File: config.mk
export PLATFORM = sky130hd
export DESIGN_NAME = enc8b10b_lanes_flat
export DESIGN_NICKNAME = d
export VERILOG_FILES = /design/src/rtl/enc8b10b_pkg.sv /design/src/rtl/enc8b10b_lanes_if.sv /design/src/rtl/enc8b10b_lane.sv /design/src/rtl/enc8b10b_lanes.sv /design/src/flat_wrapper.sv
export SDC_FILE = /design/constraint.sdc
export NUM_CORES = 1
export LEC_CHECK = 0
export ABC_AREA = 0
export BUFFER_PORTS_ARGS = -buffer_cell sky130_fd_sc_hd__buf_2
export CORE_UTILIZATION = 46
export DETAILED_ROUTE_END_ITERATION = 10
export PLACE_DENSITY_LB_ADDON = 0.05
export SYNTH_ARGS = -nofsm -noshare
export SYNTH_HDL_FRONTEND = slang
export SYNTH_SLANG_ARGS = --single-unit
export TNS_END_PERCENT = 20
File: constraint.sdc
create_clock -name clk -period 13.6 [get_ports clk]
set_input_delay 2.04 -clock clk [delete_from_list [all_inputs] [get_ports clk]]
set_output_delay 2.04 -clock clk [all_outputs]
set_load 0.02 [all_outputs]
File: src/rtl/enc8b10b_pkg.sv
// Shared 8b/10b code tables and constants.
// The 5b/6b and 3b/4b tables hold the RD- form of each sub-block. The RD+
// form is the bitwise complement for unbalanced sub-blocks. It is also the
// complement for the balanced pairs D.07 (6b), D.x.3 (4b data) and every
// K.x.y 4b code.
package enc8b10b_pkg;

    localparam logic RD_NEG = 1'b0;
    localparam logic RD_POS = 1'b1;

    localparam logic [7:0] K28_5  = 8'hBC;
    localparam logic [5:0] K28_6B = 6'b001111;
    localparam logic [3:0] A7_4B  = 4'b0111;

    // abcdei for x = 0..31, RD- form
    localparam logic [5:0] TBL_5B6B [32] = '{
        6'b100111, 6'b011101, 6'b101101, 6'b110001,
        6'b110101, 6'b101001, 6'b011001, 6'b111000,
        6'b111001, 6'b100101, 6'b010101, 6'b110100,
        6'b001101, 6'b101100, 6'b011100, 6'b010111,
        6'b011011, 6'b100011, 6'b010011, 6'b110010,
        6'b001011, 6'b101010, 6'b011010, 6'b111010,
        6'b110011, 6'b100110, 6'b010110, 6'b110110,
        6'b001110, 6'b101110, 6'b011110, 6'b101011
    };

    // fghj for data y = 0..7, RD- form (index 7 is P7)
    localparam logic [3:0] TBL_3B4B_D [8] = '{
        4'b1011, 4'b1001, 4'b0101, 4'b1100,
        4'b1101, 4'b1010, 4'b0110, 4'b1110
    };

    // fghj for control y = 0..7, RD- form (index 7 is A7)
    localparam logic [3:0] TBL_3B4B_K [8] = '{
        4'b1011, 4'b0110, 4'b1010, 4'b1100,
        4'b1101, 4'b0101, 4'b1001, 4'b0111
    };

    localparam int NUM_LEGAL_K = 12;
    localparam logic [7:0] LEGAL_K [NUM_LEGAL_K] = '{
        8'h1C, 8'h3C, 8'h5C, 8'h7C, 8'h9C, 8'hBC, 8'hDC, 8'hFC,
        8'hF7, 8'hFB, 8'hFD, 8'hFE
    };

    function automatic logic is_legal_k(input logic [7:0] b);
        logic hit;
        hit = 1'b0;
        for (int i = 0; i < NUM_LEGAL_K; i++) begin
            if (LEGAL_K[i] == b) hit = 1'b1;
        end
        return hit;
    endfunction

endpackage

File: src/rtl/enc8b10b_lanes_if.sv
// Handshake and data bundle for enc8b10b_lanes.
// slave : encoder side (takes input words, drives encoded words)
// master: framer/serialiser side (drives input words, takes encoded words)
interface enc8b10b_lanes_if #(
    parameter int NUM_LANES = 1
);
    logic                    in_valid;
    logic                    in_ready;
    logic [8*NUM_LANES-1:0]  in_data;
    logic [NUM_LANES-1:0]    in_k;
    logic                    rd_force;
    logic                    rd_value;
    logic                    out_valid;
    logic                    out_ready;
    logic [10*NUM_LANES-1:0] out_data;
    logic [NUM_LANES-1:0]    out_k_err;
    logic                    rd_out;

    modport slave (
        input  in_valid, in_data, in_k, rd_force, rd_value, out_ready,
        output in_ready, out_valid, out_data, out_k_err, rd_out
    );

    modport master (
        output in_valid, in_data, in_k, rd_force, rd_value, out_ready,
        input  in_ready, out_valid, out_data, out_k_err, rd_out
    );
endinterface

File: src/rtl/enc8b10b_lane.sv
// Combinational single-lane 8b/10b encoder.
// data_i  : byte {HGF,EDCBA}
// k_i     : control-character request
// rd_i    : starting running disparity (0 = RD-)
// code_o  : {abcdei,fghj}, a at the MSB
// rd_o    : running disparity after this symbol
// k_err_o : k_i was set for a byte that is not a legal K code
module enc8b10b_lane
    import enc8b10b_pkg::*;
(
    input  logic [7:0] data_i,
    input  logic       k_i,
    input  logic       rd_i,
    output logic [9:0] code_o,
    output logic       rd_o,
    output logic       k_err_o
);
    logic [4:0] x;
    logic [2:0] y;
    logic       k_ok;
    logic [5:0] six_raw;
    logic [5:0] six;
    logic [3:0] four_raw;
    logic [3:0] four;
    logic       six_bal;
    logic       four_bal;
    logic       rd_mid;
    logic       use_a7;

    always_comb begin
        x        = data_i[4:0];
        y        = data_i[7:5];
        k_ok     = k_i && is_legal_k(data_i);
        six_raw  = (k_ok && (x == 5'd28)) ? K28_6B : TBL_5B6B[x];
        six_bal  = ($countones(six_raw) == 3);
        six      = (rd_i && (!six_bal || (x == 5'd7))) ? ~six_raw : six_raw;
        rd_mid   = six_bal ? rd_i : ~rd_i;
        // A7 avoids a run of five equal bits across the 6b/4b boundary
        use_a7   = (y == 3'd7) &&
                   ((!rd_mid && ((x == 5'd17) || (x == 5'd18) || (x == 5'd20))) ||
                    ( rd_mid && ((x == 5'd11) || (x == 5'd13) || (x == 5'd14))));
        four_raw = k_ok ? TBL_3B4B_K[y] : (use_a7 ? A7_4B : TBL_3B4B_D[y]);
        four_bal = ($countones(four_raw) == 2);
        four     = (rd_mid && (k_ok || !four_bal || (y == 3'd3))) ? ~four_raw : four_raw;
        code_o   = {six, four};
        rd_o     = four_bal ? rd_mid : ~rd_mid;
        k_err_o  = k_i && !k_ok;
    end
endmodule

File: src/rtl/enc8b10b_lanes.sv
// Registered multi-lane 8b/10b encoder with valid/ready handshake.
// clk       : rising-edge clock
// rst_n     : asynchronous active-low reset
// bus.slave : in_valid/in_ready/in_data/in_k input word, rd_force/rd_value
//             RD override, out_valid/out_ready/out_data/out_k_err output
//             word, rd_out current running disparity
// RD ripples lane 0 -> lane NUM_LANES-1 inside one word, and the last lane's
// ending RD is stored for the next word.
module enc8b10b_lanes
    import enc8b10b_pkg::*;
#(
    parameter int NUM_LANES = 1,
    parameter int IDLE_FILL = 0
) (
    input logic             clk,
    input logic             rst_n,
    enc8b10b_lanes_if.slave bus
);
    logic                    out_valid_q, out_valid_d;
    logic [10*NUM_LANES-1:0] out_data_q,  out_data_d;
    logic [NUM_LANES-1:0]    out_k_err_q, out_k_err_d;
    logic                    rd_q,        rd_d;

    logic                    in_ready;
    logic                    accept;
    logic                    idle_load;
    logic                    load;
    logic [8*NUM_LANES-1:0]  enc_data;
    logic [NUM_LANES-1:0]    enc_k;
    logic [NUM_LANES:0]      rd_chain;
    logic [10*NUM_LANES-1:0] enc_code;
    logic [NUM_LANES-1:0]    enc_k_err;

    assign in_ready  = !out_valid_q || bus.out_ready;
    assign accept    = bus.in_valid && in_ready;
    assign idle_load = (IDLE_FILL != 0) && in_ready && !bus.in_valid;
    assign load      = accept || idle_load;

    // Idle words are K28.5 on every lane
    assign enc_data    = accept ? bus.in_data : {NUM_LANES{K28_5}};
    assign enc_k       = accept ? bus.in_k : {NUM_LANES{1'b1}};
    assign rd_chain[0] = bus.rd_force ? bus.rd_value : rd_q;

    for (genvar i = 0; i < NUM_LANES; i++) begin : g_lane
        enc8b10b_lane u_lane (
            .data_i  (enc_data[8*i +: 8]),
            .k_i     (enc_k[i]),
            .rd_i    (rd_chain[i]),
            .code_o  (enc_code[10*i +: 10]),
            .rd_o    (rd_chain[i+1]),
            .k_err_o (enc_k_err[i])
        );
    end

    always_comb begin
        out_valid_d = out_valid_q;
        out_data_d  = out_data_q;
        out_k_err_d = out_k_err_q;
        rd_d        = rd_q;
        if (load) begin
            out_valid_d = 1'b1;
            out_data_d  = enc_code;
            out_k_err_d = enc_k_err;
            rd_d        = rd_chain[NUM_LANES];
        end else begin
            if (bus.out_ready) out_valid_d = 1'b0;
            if (bus.rd_force)  rd_d        = bus.rd_value;
        end
    end

    always_ff @(posedge clk or negedge rst_n) begin
        if (!rst_n) begin
            out_valid_q <= 1'b0;
            out_data_q  <= '0;
            out_k_err_q <= '0;
            rd_q        <= RD_NEG;
        end else begin
            out_valid_q <= out_valid_d;
            out_data_q  <= out_data_d;
            out_k_err_q <= out_k_err_d;
            rd_q        <= rd_d;
        end
    end

    assign bus.in_ready  = in_ready;
    assign bus.out_valid = out_valid_q;
    assign bus.out_data  = out_data_q;
    assign bus.out_k_err = out_k_err_q;
    assign bus.rd_out    = rd_q;
endmodule

File: src/flat_wrapper.sv
// flat-port wrapper written by rule: the top's interface ports become plain ports
module enc8b10b_lanes_flat import enc8b10b_pkg::*;
#(
    parameter int NUM_LANES = 1,
    parameter int IDLE_FILL = 0
)
  (clk, rst_n, bus_in_valid, bus_in_data, bus_in_k, bus_rd_force, bus_rd_value, bus_out_ready, bus_in_ready, bus_out_valid, bus_out_data, bus_out_k_err, bus_rd_out);
  enc8b10b_lanes_if #(.NUM_LANES(NUM_LANES)) bus_i ();
  input logic clk;
  input logic rst_n;
  input wire logic [$bits(bus_i.in_valid)-1:0] bus_in_valid;
  input wire logic [$bits(bus_i.in_data)-1:0] bus_in_data;
  input wire logic [$bits(bus_i.in_k)-1:0] bus_in_k;
  input wire logic [$bits(bus_i.rd_force)-1:0] bus_rd_force;
  input wire logic [$bits(bus_i.rd_value)-1:0] bus_rd_value;
  input wire logic [$bits(bus_i.out_ready)-1:0] bus_out_ready;
  output wire logic [$bits(bus_i.in_ready)-1:0] bus_in_ready;
  output wire logic [$bits(bus_i.out_valid)-1:0] bus_out_valid;
  output wire logic [$bits(bus_i.out_data)-1:0] bus_out_data;
  output wire logic [$bits(bus_i.out_k_err)-1:0] bus_out_k_err;
  output wire logic [$bits(bus_i.rd_out)-1:0] bus_rd_out;
  assign bus_i.in_valid = bus_in_valid;
  assign bus_i.in_data = bus_in_data;
  assign bus_i.in_k = bus_in_k;
  assign bus_i.rd_force = bus_rd_force;
  assign bus_i.rd_value = bus_rd_value;
  assign bus_i.out_ready = bus_out_ready;
  assign bus_in_ready = bus_i.in_ready;
  assign bus_out_valid = bus_i.out_valid;
  assign bus_out_data = bus_i.out_data;
  assign bus_out_k_err = bus_i.out_k_err;
  assign bus_rd_out = bus_i.rd_out;
  enc8b10b_lanes #(.NUM_LANES(NUM_LANES), .IDLE_FILL(IDLE_FILL)) u_core (.clk(clk), .rst_n(rst_n), .bus(bus_i));
endmodule
Yosys cells after proc, flatten, opt, wreduce, memory -nomap -nowiden

Memories as Yosys holds them, arrays and structs flattened.
Cells that the tools add are included.

Flip-flop bits (word level): 13
ROM bits: 256
Bits of input ports: 15
Output and inout bits: 14
Logic and storage cells: 102
Memories: 3

Memories:

| memory          | depth | bits a word | rd ports | clocked after Yosys merged registers in | write ports | RTL line            | text |
|---|---|---|---|---|---|---|---|
| (no name shown) | 32    | 6           | 1        | 0                                       | 0           | enc8b10b_lane.sv:34 | `six_raw = (k_ok && (x == 5'd28)) ? K28_6B : TBL_5B6B[x];` |
| (no name shown) | 8     | 4           | 1        | 0                                       | 0           | enc8b10b_lane.sv:42 | `four_raw = k_ok ? TBL_3B4B_K[y] : (use_a7 ? A7_4B : TBL_3B4B_D[y]);` |
| (no name shown) | 8     | 4           | 1        | 0                                       | 0           | enc8b10b_lane.sv:42 |  |

Add/subtract/negate cells: 8
Magnitude comparators: 2
Equality and inequality tests: 24
Muxes and demuxes: 31
Bitwise logic cells: 6
Reduce and logical (&&, ||, !) cells: 24

Operators with widths:

| operator                                                 | count |
|---|---|
| == test 8 bit, first input constant                      | 8 |
| 2-to-1 mux 4 bit                                         | 7 |
| 2-to-1 mux 6 bit                                         | 4 |
| == test 5 bit, second input constant                     | 4 |
| 2-to-1 mux 1 bit                                         | 19 |
| == test 7 x 8 -> 1 bit, first input constant             | 2 |
| == test 5 x 4 -> 1 bit, second input constant            | 3 |
| adder 1 x 1 -> 2 bit                                     | 5 |
| logical AND 1 bit                                        | 9 |
| logical OR 1 bit                                         | 9 |
| == test 5 x 8 -> 1 bit, first input constant             | 1 |
| == test 6 x 8 -> 1 bit, first input constant             | 1 |
| 2-to-1 mux 8 bit                                         | 1 |
| adder 2 x 2 -> 3 bit                                     | 2 |
| == test 3 x 2 -> 1 bit, second input constant            | 2 |
| greater-or-equal comparator 6 bit, second input constant | 1 |
| NOT 5 -> 6 bit                                           | 1 |
| NOT 6 bit                                                | 1 |
| == test 5 x 3 -> 1 bit, second input constant            | 1 |
| logical NOT 1 bit                                        | 5 |
| adder 3 x 2 -> 4 bit                                     | 1 |
| == test 4 x 2 -> 1 bit, second input constant            | 1 |
| greater-or-equal comparator 4 bit, second input constant | 1 |
| NOT 3 -> 4 bit                                           | 1 |
| 4 further kinds                                          | 5 |

Longest topological paths before layout

Gate-level depths: netlist of run 1.

Word-level depth: 39
Mapped depth: 33
Depth with buffers taken out: 32

Cells and area by module

Synthesis of run 1 repeated with hierarchy kept, for this count alone.

Cells, all modules: 175
Area, all modules: 1,571.5 um2

Modules (own cells, without submodules):

| module         | times used | cells an instance | area each (um2) | sequential area each (um2) |
|---|---|---|---|---|
| enc8b10b_lane  | 1          | 136               | 984.7           | 0.0 |
| enc8b10b_lanes | 1          | 39                | 586.8           | 325.3 |

Worst setup path before layout of run 1

No wires, ideal clock.

Kind: input port to flip-flop
Start: in bus_out_ready
End: reg u_core.out_data_q[0] (netlist: u_core.bus.out_data[0])
Setup time: 0.122 ns
Data arrival time: 8.741 ns
Data required time: 13.478 ns
Path slack: 4.737 ns
Stages: 31
Buffers on the path: 1
Path through: nor2b_2 inv_1 and3_2 inv_1 ha_1 buf_2 nor2_1 o32a_1 nor3_1 fa_1 fa_1 inv_1 ha_1 inv_1 fa_1 nand3b_1 xnor2_1 or3_1 a21oi_1 o21ai_0 a21boi_0 fa_1 inv_1 ha_1 ha_1 nor3b_1 o31ai_1 o31a_2 nor3b_1 mux2i_1 nand2_1

Cells in the longest elaborated chain, start to end: 38
Elaborated cells between the ends (all ways): 79
Classes of those cells: add/sub (8); eq/ne (23); mux (25); bitwise (3); reduce/logical (17); memory (3)

RTL lines:

| element                                    | RTL line             | text |
|---|---|---|
| start, declared                            | flat_wrapper.sv:16   | `input wire logic [$bits(bus_i.out_ready)-1:0] bus_out_ready;` |
| logical OR 1 bit *                         | enc8b10b_lanes.sv:34 | `assign in_ready = !out_valid_q \|\| bus.out_ready;` |
| via bus_in_ready                           | flat_wrapper.sv:17   | `output wire logic [$bits(bus_i.in_ready)-1:0] bus_in_ready;` |
| logical AND 1 bit *                        | enc8b10b_lanes.sv:35 | `assign accept = bus.in_valid && in_ready;` |
| 2-to-1 mux 8 bit                           | enc8b10b_lanes.sv:40 | `assign enc_data = accept ? bus.in_data : {NUM_LANES{K28_5}};` |
| == test 5 x 8 -> 1 bit                     | enc8b10b_pkg.sv:49   | `if (LEGAL_K[i] == b) hit = 1'b1;` |
| 2-to-1 mux 1 bit (12 in series)            | enc8b10b_pkg.sv:49   |  |
| logical AND 1 bit                          | enc8b10b_lane.sv:33  | `k_ok = k_i && is_legal_k(data_i);` |
| logical AND 1 bit                          | enc8b10b_lane.sv:34  |  |
| [10 not listed]                            | -                    |  |
| 2-to-1 mux 4 bit (2 in series)             | enc8b10b_lane.sv:42  |  |
| adder 1 x 1 -> 2 bit (implied by the code) | enc8b10b_lane.sv:43  | `four_bal = ($countones(four_raw) == 2);` |
| adder 2 x 2 -> 3 bit (implied by the code) | enc8b10b_lane.sv:43  |  |
| == test 3 x 2 -> 1 bit                     | enc8b10b_lane.sv:43  |  |
| logical NOT 1 bit                          | enc8b10b_lane.sv:44  | `four = (rd_mid && (k_ok \|\| !four_bal \|\| (y == 3'd3))) ? ~four_raw : four_raw;` |
| logical OR 1 bit (2 in series)             | enc8b10b_lane.sv:44  |  |
| logical AND 1 bit                          | enc8b10b_lane.sv:44  |  |
| 2-to-1 mux 4 bit                           | enc8b10b_lane.sv:44  |  |
| end signal, assigned                       | enc8b10b_lanes.sv:79 | `out_data_q <= out_data_d;` |
| end, declared                              | enc8b10b_lanes.sv:20 | `logic [10*NUM_LANES-1:0] out_data_q, out_data_d;` |

The timed path passes the listed nets; every way through them passes the cells marked *. The select of a mux whose other input is x is not followed.
A chain may end at the register's enable or synchronous reset.

Worst setup path after layout of run 1

Start: in bus_out_ready
End: reg u_core.out_data_q[0] (netlist: u_core.bus.out_data[0])

Cells in the longest elaborated chain, start to end: 38
Elaborated cells between the ends (all ways): 79
Classes of those cells: add/sub (8); eq/ne (23); mux (25); bitwise (3); reduce/logical (17); memory (3)

RTL lines:

| element                                    | RTL line |
|---|---|
| logical OR 1 bit *                         | enc8b10b_lanes.sv:34 |
| logical AND 1 bit *                        | enc8b10b_lanes.sv:35 |
| 2-to-1 mux 8 bit                           | enc8b10b_lanes.sv:40 |
| == test 5 x 8 -> 1 bit                     | enc8b10b_pkg.sv:49 |
| 2-to-1 mux 1 bit (12 in series)            | enc8b10b_pkg.sv:49 |
| logical AND 1 bit                          | enc8b10b_lane.sv:33 |
| logical AND 1 bit                          | enc8b10b_lane.sv:34 |
| 2-to-1 mux 6 bit                           | enc8b10b_lane.sv:34 |
| [9 not listed]                             | - |
| 2-to-1 mux 4 bit (2 in series)             | enc8b10b_lane.sv:42 |
| adder 1 x 1 -> 2 bit (implied by the code) | enc8b10b_lane.sv:43 |
| adder 2 x 2 -> 3 bit (implied by the code) | enc8b10b_lane.sv:43 |
| == test 3 x 2 -> 1 bit                     | enc8b10b_lane.sv:43 |
| logical NOT 1 bit                          | enc8b10b_lane.sv:44 |
| logical OR 1 bit (2 in series)             | enc8b10b_lane.sv:44 |
| logical AND 1 bit                          | enc8b10b_lane.sv:44 |
| 2-to-1 mux 4 bit                           | enc8b10b_lane.sv:44 |

Every way passes the cells marked *; elsewhere a longest branch is shown, timed or not. The select of a mux whose other input is x is not followed.

==> results by group, run 1 <==
Run status
  • Outcome: finished clean

Synthesis
  • Synth unique cells: 61
  • Yosys top cell by area: dfrtp_1
  • Post-synth EDFFs: 0
  • Main flop type after synthesis: dfrtp_1
  • Avg Cell Area, Syn: 7.70 µm²
  • Sequential cell area fraction in the yosys report: 0.199
  • Post-synthesis async set-or-reset flop share: 1.00
  • Dominant cells by area after synthesis: dfrtp_1 20%, ha_1 6.9%, o21ai_0 6.7%, a21oi_1 5.2%, nand2_1 5.1%
  • Yosys reg bits: 13
  • Share of the synthesized area in the top cell type: 0.199
  • YS warnings: 0
  • Synth Cell Area: 0.00163 mm²
  • Post-Syn Instances: 212
  • Post-Syn Nets: 240

Worst setup path
  • Crit path buf inv count: 6
  • Critical Path AT: 9.65 ns
  • CP Max Fanout: 9
  • Max stage delay cell, worst path: fa_1
  • Max incr delay on CP: 0.54 ns
  • WP data required: 13.76 ns
  • Crit path max-delay family: adder cells
  • Setup Crit Path Kind: input port to flop
  • Crit path launch type: input port
  • Most used cell, CP: inv_1
  • Crit end category: flop

Clock tree
  • Post-CTS Setup Inserts: 0
  • Clock buffer count from CTS: 3
  • Clk pin slew, worst setup/hold paths: 0.08 ns
  • CTS sink cnt: 13
  • H-tree Lvls: 1
  • Post_cts resized: 0
  • Clock Latency Late Sink: 0.27 ns
  • Clk buf depth: 2
  • Hold bufs inserted after CTS: 0
  • CTS tree: done
  • Root Buffer: clkbuf_4

Floorplan
  • # rows: 21
  • Die Area: 0.00379 mm²
  • Initial Util: 0.485
  • Core footprint: 0.00336 mm²
  • DIE WIDTH: 61.6 µm
  • IO Pins: 29
  • Die height: 61.6 µm

Global route
  • Largest net degree at the start of global routing: 35
  • First-pass GRT wire length: 6530 µm
  • Grt ovf: 0
  • Antenna violations before repair: 0
  • Vias in the first global route: 1408
  • Aggregate global-route resource usage: 0.231

Cells and area
  • Layout filler cell count: 363
  • Area delta synth->final: 10.3%
  • N_diodes: 0
  • Most common cell after layout, fill and taps aside: buf_2
  • Total Nets Final: 261
  • Layout Cells excl Fill: 278
  • Share of layout cells above drive strength 1: 0.220
  • Cell area after layout: 0.00180 mm²
  • Most frequent cells in the layout: 28 x buf_2, 22 x nand2_1, 22 x o21ai_0, 17 x a21oi_1, 16 x nor2_1

Timing
  • Final setup fails: 0
  • RSZ-0062 raised after global routing: false
  • Tightest Pin Transition: 1.05 ns
  • Period Utilization, post-route: 0.698
  • Relative slew slack: 0.301
  • Setup TNS Final: 0 ns
  • Final Hold Viols: 0
  • Max Fclk: 0.105 GHz
  • Clock skew: 0.00267 ns
  • Crit path time final: 9.49 ns
  • Fin. max-slew vios: 0

Job
  • Max-cap violations: 0

Placement
  • Gpl congestion: 0.880
  • Placed cells: 274
  • Area after DPL: 0.00177 mm²
  • Post-DP HPWL: 3120 µm
  • Buffers on Ports: 28

Power
  • Leak: 0.793 nW
  • Net Sw Power: 0.105 mW
  • Sw Ratio: 0.462
  • Reg power frac: 0.268
  • Power Internal: 0.122 mW
  • PwrDens: 126 mW/mm²
  • Clock power share: 0.105
  • Maximum VDD drop: 74.7 µV
  • Comb power frac: 0.627

Routing
  • Post-DRT Antenna Nets: 0
  • DRC Markers: 0
  • Vias/cell: 5.69
  • DRC marker count from the first detailed-route iteration: 121
  • Routed wire length: 4060 µm
  • Via Count: 1583
  • First drt pass iteration count: 4
  • WL/cell: 14.6 µm

Worst hold path
  • Hold WC Path Type: flop to flop
path summary, 6_finish.rpt:
check,start,endpoint,slack (ns),cells past startpoint
max reg2reg,u_core.bus.out_valid,u_core.bus.out_data[0],5.60,30
min,u_core.bus.out_data[1],u_core.bus.out_data[1],0.48,2
min reg2reg,u_core.bus.out_data[1],u_core.bus.out_data[1],0.48,2
max,bus_out_ready,u_core.bus.out_data[0],4.11,31
max in group asynchronous,rst_n,u_core.bus.out_k_err,11.75,1
min in group asynchronous,rst_n,u_core.bus.out_valid,1.63,1
cell families after synthesis:
family	synth area share
buffers and inverters	0.0690
AOI/OAI and AO/OA	0.310
and+or+nand+nor	0.216
xor gates and xnor gates	0.0536
adders and majority gates	0.131
muxes	0.0215
DFF	0.199
worst min-delay path, cell delays in order, from the launching register on:
cell and delay, ns:
dfrtp_1 0.34, nand2_1 0.04, o21ai_0 0.06
through the flow:
stage / worst slack, ns / power [mW] / hold slack (ns) / util
final: 4.11 / 0.227 / 0.476 / 0.535
after global routing: 3.53 / 0.249 / 0.506 / 0.535
after CTS: 4.11 / 0.229 / 0.482 / 0.535
after detailed placement: 3.83 / 0.205 / 0.465 / 0.528
after global placement: 4.11 / 0.202 / 0.461 / 0.528
after floorplan: 4.74 / 0.168 / 0.590 / -
synthesized netlist by cell type, types with 3 or more instances:
cell type and instances:
or3_1 4, a21oi_1 17, a22oi_1 3, nor2_1 16
buf_2 6, nand3_1 3, fa_1 4, inv_1 12
ha_1 9, a31oi_1 5, nand2b_1 4, nor3_1 5
clkbuf_1 5, xnor2_1 8, nand2_1 22, o21ai_0 22
dfrtp_1 13
power by group through the flow:
stage          registers (mW)  logic (mW)  clock network [mW]
2_1_floorplan          0.0808      0.0876                   0
5_1_grt                0.0631       0.159              0.0262
4_1_cts                0.0611       0.143              0.0241
6_report               0.0608       0.142              0.0239
3_3_place_gp           0.0609       0.141                   0
3_5_place_dp           0.0619       0.143                   0
state kept, by name (all words and copies together) (netlist names):
register              count
u_core.bus.out_valid      1
u_core.bus.out_data      10
u_core.bus.out_k_err      1
u_core.bus.rd_out         1
metal layers:
layer,vias up,wire length [µm],global-route usage
met5,-,0,0
met4,0,38,0.0476
met2,41,2050,0.402
li1,802,-,-
met3,2,151,0.0378
met1,738,1820,0.300
layout make-up:
type | count | area (µm²) | share of cell area
Tap cell | 46 | 57.6 | 0.0320
Inverter | 13 | 48.8 | 0.0271
Timing Repair Buffer | 29 | 148 | 0.0820
Sequential cell | 13 | 325 | 0.181
Multi-Input combinational cell | 173 | 1190 | 0.664
Clock buffer | 4 | 26.3 | 0.0146
Power figures use the tool's default switching activity.
==> inputs of run 2 (changes only) <==
Settings changed: ABC_AREA 0 to 1.
Clock period 13.6 ns to 8.6 ns, I/O delays scaled along.
==> results by group, run 2 <==
Synthesis
  • YS warnings: 0 (unchanged)
  • Post-synthesis async set-or-reset flop share: 1.00 (unchanged)
  • Synth Cell Area: 0.00169 mm² (+3.7%)
  • Yosys reg bits: 13 (unchanged)
  • Post-Syn Instances: 250 (+18%)
  • Main flop type after synthesis: dfrtp_1
  • Yosys top cell by area: dfrtp_1
  • Dominant cells by area after synthesis: dfrtp_1 19%, nand2_1 15%, nand3_1 8.6%, inv_1 8.4%, ha_1 6.7%
  • Post-Syn Nets: 278 (+16%)
  • Top post-synthesis cells by count: 67 x nand2_1, 38 x inv_1, 29 x nand3_1
  • Avg Cell Area, Syn: 6.77 µm² (-12%)
  • Top-count cell post-synth: nand2_1
  • Synth unique cells: 36 (-41%)
  • Sequential cell area fraction in the yosys report: 0.192 (-0.00707)
  • Share of the synthesized area in the top cell type: 0.192 (-0.00707)
  • Post-synth EDFFs: 0 (unchanged)

Cells and area
  • Total Nets Final: 307 (+18%)
  • Most frequent cells in the layout: 67 x nand2_1, 38 x inv_1, 29 x nand3_1, 28 x buf_2, 17 x nor2_1
  • Share of layout cells above drive strength 1: 0.216 (-0.00400)
  • N_diodes: 0 (unchanged)
  • Area delta synth->final: 12.7%
  • Largest register FFs: 10 (unchanged)
  • Most common cell after layout, fill and taps aside: nand2_1

Worst hold path
  • WHS Endpoint: u_core.bus.out_data[0]
  • Hold Startpoint: u_core.bus.out_data[0]
  • Worst hold path depth: 2 (unchanged)
  • Hold WC Path Type: flop to flop

Timing
  • Final setup fails: 0 (unchanged)
  • Crit path time final: 7.91 ns
  • Period Utilization, post-route: 0.920
  • Worst setup margin: 0.688 ns (-3.42 ns)
  • Tightest Pin Transition: 0.389 ns (-0.658 ns)
  • Setup TNS Final: 0 ns (unchanged)
  • Fin. max-slew vios: 0 (unchanged)
  • Clock skew: 0.00160 ns (-0.00107 ns)
  • Final Hold Viols: 0 (unchanged)
  • Relative slew slack: 0.737 (+0.437)
  • RSZ-0062 raised after global routing: false
  • Max Fclk: 0.126 GHz

Worst setup path
  • Max incr delay on CP: 0.51 ns (-0.03 ns)
  • Setup Crit Path Kind: input port to flop
  • Crit end category: flop
  • R2R Path Start: u_core.bus.out_valid
  • R2r setup slk: 1.44 ns (-4.16 ns)
  • Crit path max-delay family: adder cells
  • Worst reg2reg path depth: 38 (+27%)
  • WP data required: 8.73 ns (-5.03 ns)
  • Critical Path AT: 8.04 ns (-1.61 ns)
  • Max stage delay cell, worst path: fa_1
  • Most used cell, CP: inv_1
  • CP Max Fanout: 19 (+10)
  • Worst r2r dst: u_core.bus.out_data[2]
  • Crit path launch type: input port
  • Crit path buf inv count: 10 (+4)
  • WP depth: 40 (+29%)

Clock tree
  • Clk pin slew, worst setup/hold paths: 0.05 ns (-0.03 ns)
  • CTS tree: done
  • Clk buf depth: 2 (unchanged)
  • CTS sink cnt: 13 (unchanged)
  • Clock buffer count from CTS: 3 (unchanged)
  • Post-CTS Setup Inserts: 0 (unchanged)
  • Post_cts resized: 0 (unchanged)
  • Hold bufs inserted after CTS: 0 (unchanged)
  • Clock Latency Late Sink: 0.24 ns (-0.03 ns)
  • Root Buffer: clkbuf_8
  • H-tree Lvls: 1 (unchanged)

Job
  • Max-cap violations: 0 (unchanged)

Routing
  • Post-DRT Antenna Nets: 0 (unchanged)
  • Via Count: 1641 (+3.7%)
  • Vias/cell: 5.06 (-11%)
  • Routed wire length: 3670 µm (-9.5%)
  • DRC Markers: 0 (unchanged)
  • WL/cell: 11.3 µm (-22%)
  • DRC marker count from the first detailed-route iteration: 57 (-53%)
  • First drt pass iteration count: 4 (unchanged)

Floorplan
  • Initial Util: 0.492 (+0.00633)
  • Core footprint: 0.00344 mm² (+2.3%)
  • DIE WIDTH: 62.7 µm (+1.8%)
  • # rows: 21 (unchanged)
  • IO Pins: 29 (unchanged)
  • Die height: 62.7 µm (+1.8%)
  • Die Area: 0.00393 mm² (+3.6%)

Placement
  • Place WS: 0.456 ns (-3.37 ns)
  • Post-DP HPWL: 2990 µm (-4.3%)
  • Buffers on Ports: 28 (unchanged)
  • Gpl congestion: 0.898 (+2.0%)

Power
  • Leak: 1.02 nW (+28%)
  • Maximum VDD drop: 80.0 µV (+7.1%)
  • PwrDens: 214 mW/mm² (+70%)

Global route
  • Grt ovf: 0 (unchanged)
  • First-pass GRT wire length: 6710 µm (+2.8%)
  • Aggregate global-route resource usage: 0.210 (-0.0215)
  • Antenna violations before repair: 0 (unchanged)
  • Vias in the first global route: 1521 (+8.0%)
  • Largest net degree at the start of global routing: 20 (-43%)

Run status
  • Outcome: finished clean
## run 2: cell families after synthesis
group | synth area share
and+or+nand+nor | 0.428
buffers and inverters | 0.112
DFF | 0.192
adders and majority gates | 0.114
xor gates and xnor gates | 0.0207
AOI/OAI and AO/OA | 0.134
## run 2: where the power goes
group          leakage [nW]  internal (mW)  switching, mW  total [mW]
clock                0.0228         0.0326         0.0194      0.0519
sequential            0.155         0.0871         0.0133       0.100
combinational         0.841         0.0905          0.166       0.257
## run 2: area by class of cell
class	count	area [µm²]
Tap cell	46	57.6
Sequential cell	13	325
Multi-Input combinational cell	190	1180
Clock buffer	4	45.0
Fill cell	365	1530
Timing Repair Buffer	28	140
Inverter	43	161
## run 2: stage by stage
step	utilization	cells	instance area [µm²]	hold WS, ns	total power [mW]
final	0.554	324	1910	0.474	0.409
after global routing	0.554	324	1910	0.502	0.454
after CTS	0.554	324	1910	0.482	0.413
after detailed placement	0.541	320	1860	0.467	0.359
after global placement	0.541	320	1860	0.466	0.358
after floorplan	-	250	1690	0.591	0.296
## run 2: worst max-delay path by stage
| stage | start | to | slack [ns] |
|---|---|---|---|
| 2_1_floorplan | bus_out_ready | u_core.bus.out_data[1] | 1.18 |
| 3_3_place_gp | bus_out_ready | u_core.bus.out_data[1] | 0.51 |
| 3_5_place_dp | bus_out_ready | u_core.bus.out_data[2] | 0.46 |
| 4_1_cts | bus_out_ready | u_core.bus.out_data[2] | 0.68 |
| 5_1_grt | bus_out_ready | u_core.bus.out_data[1] | 0.17 |
| 6_report | bus_out_ready | u_core.bus.out_data[2] | 0.69 |
## run 2: worst register-to-register path, delay by kind of cell (launching register included)
kind,cells,cell delay (ns)
fa+ha+maj,8,2.76
simple gates,20,2.66
buf+inv,8,0.70
compound gates,2,0.49
flops,1,0.43
## run 2: metal layers
layer | routed length [µm] | GRT usage | up-vias
met1 | 1920 | 0.299 | 720
met2 | 1520 | 0.321 | 48
met3 | 187 | 0.0274 | 4
met5 | 0 | 0 | -
li1 | - | - | 869
met4 | 47 | 0.0756 | 0
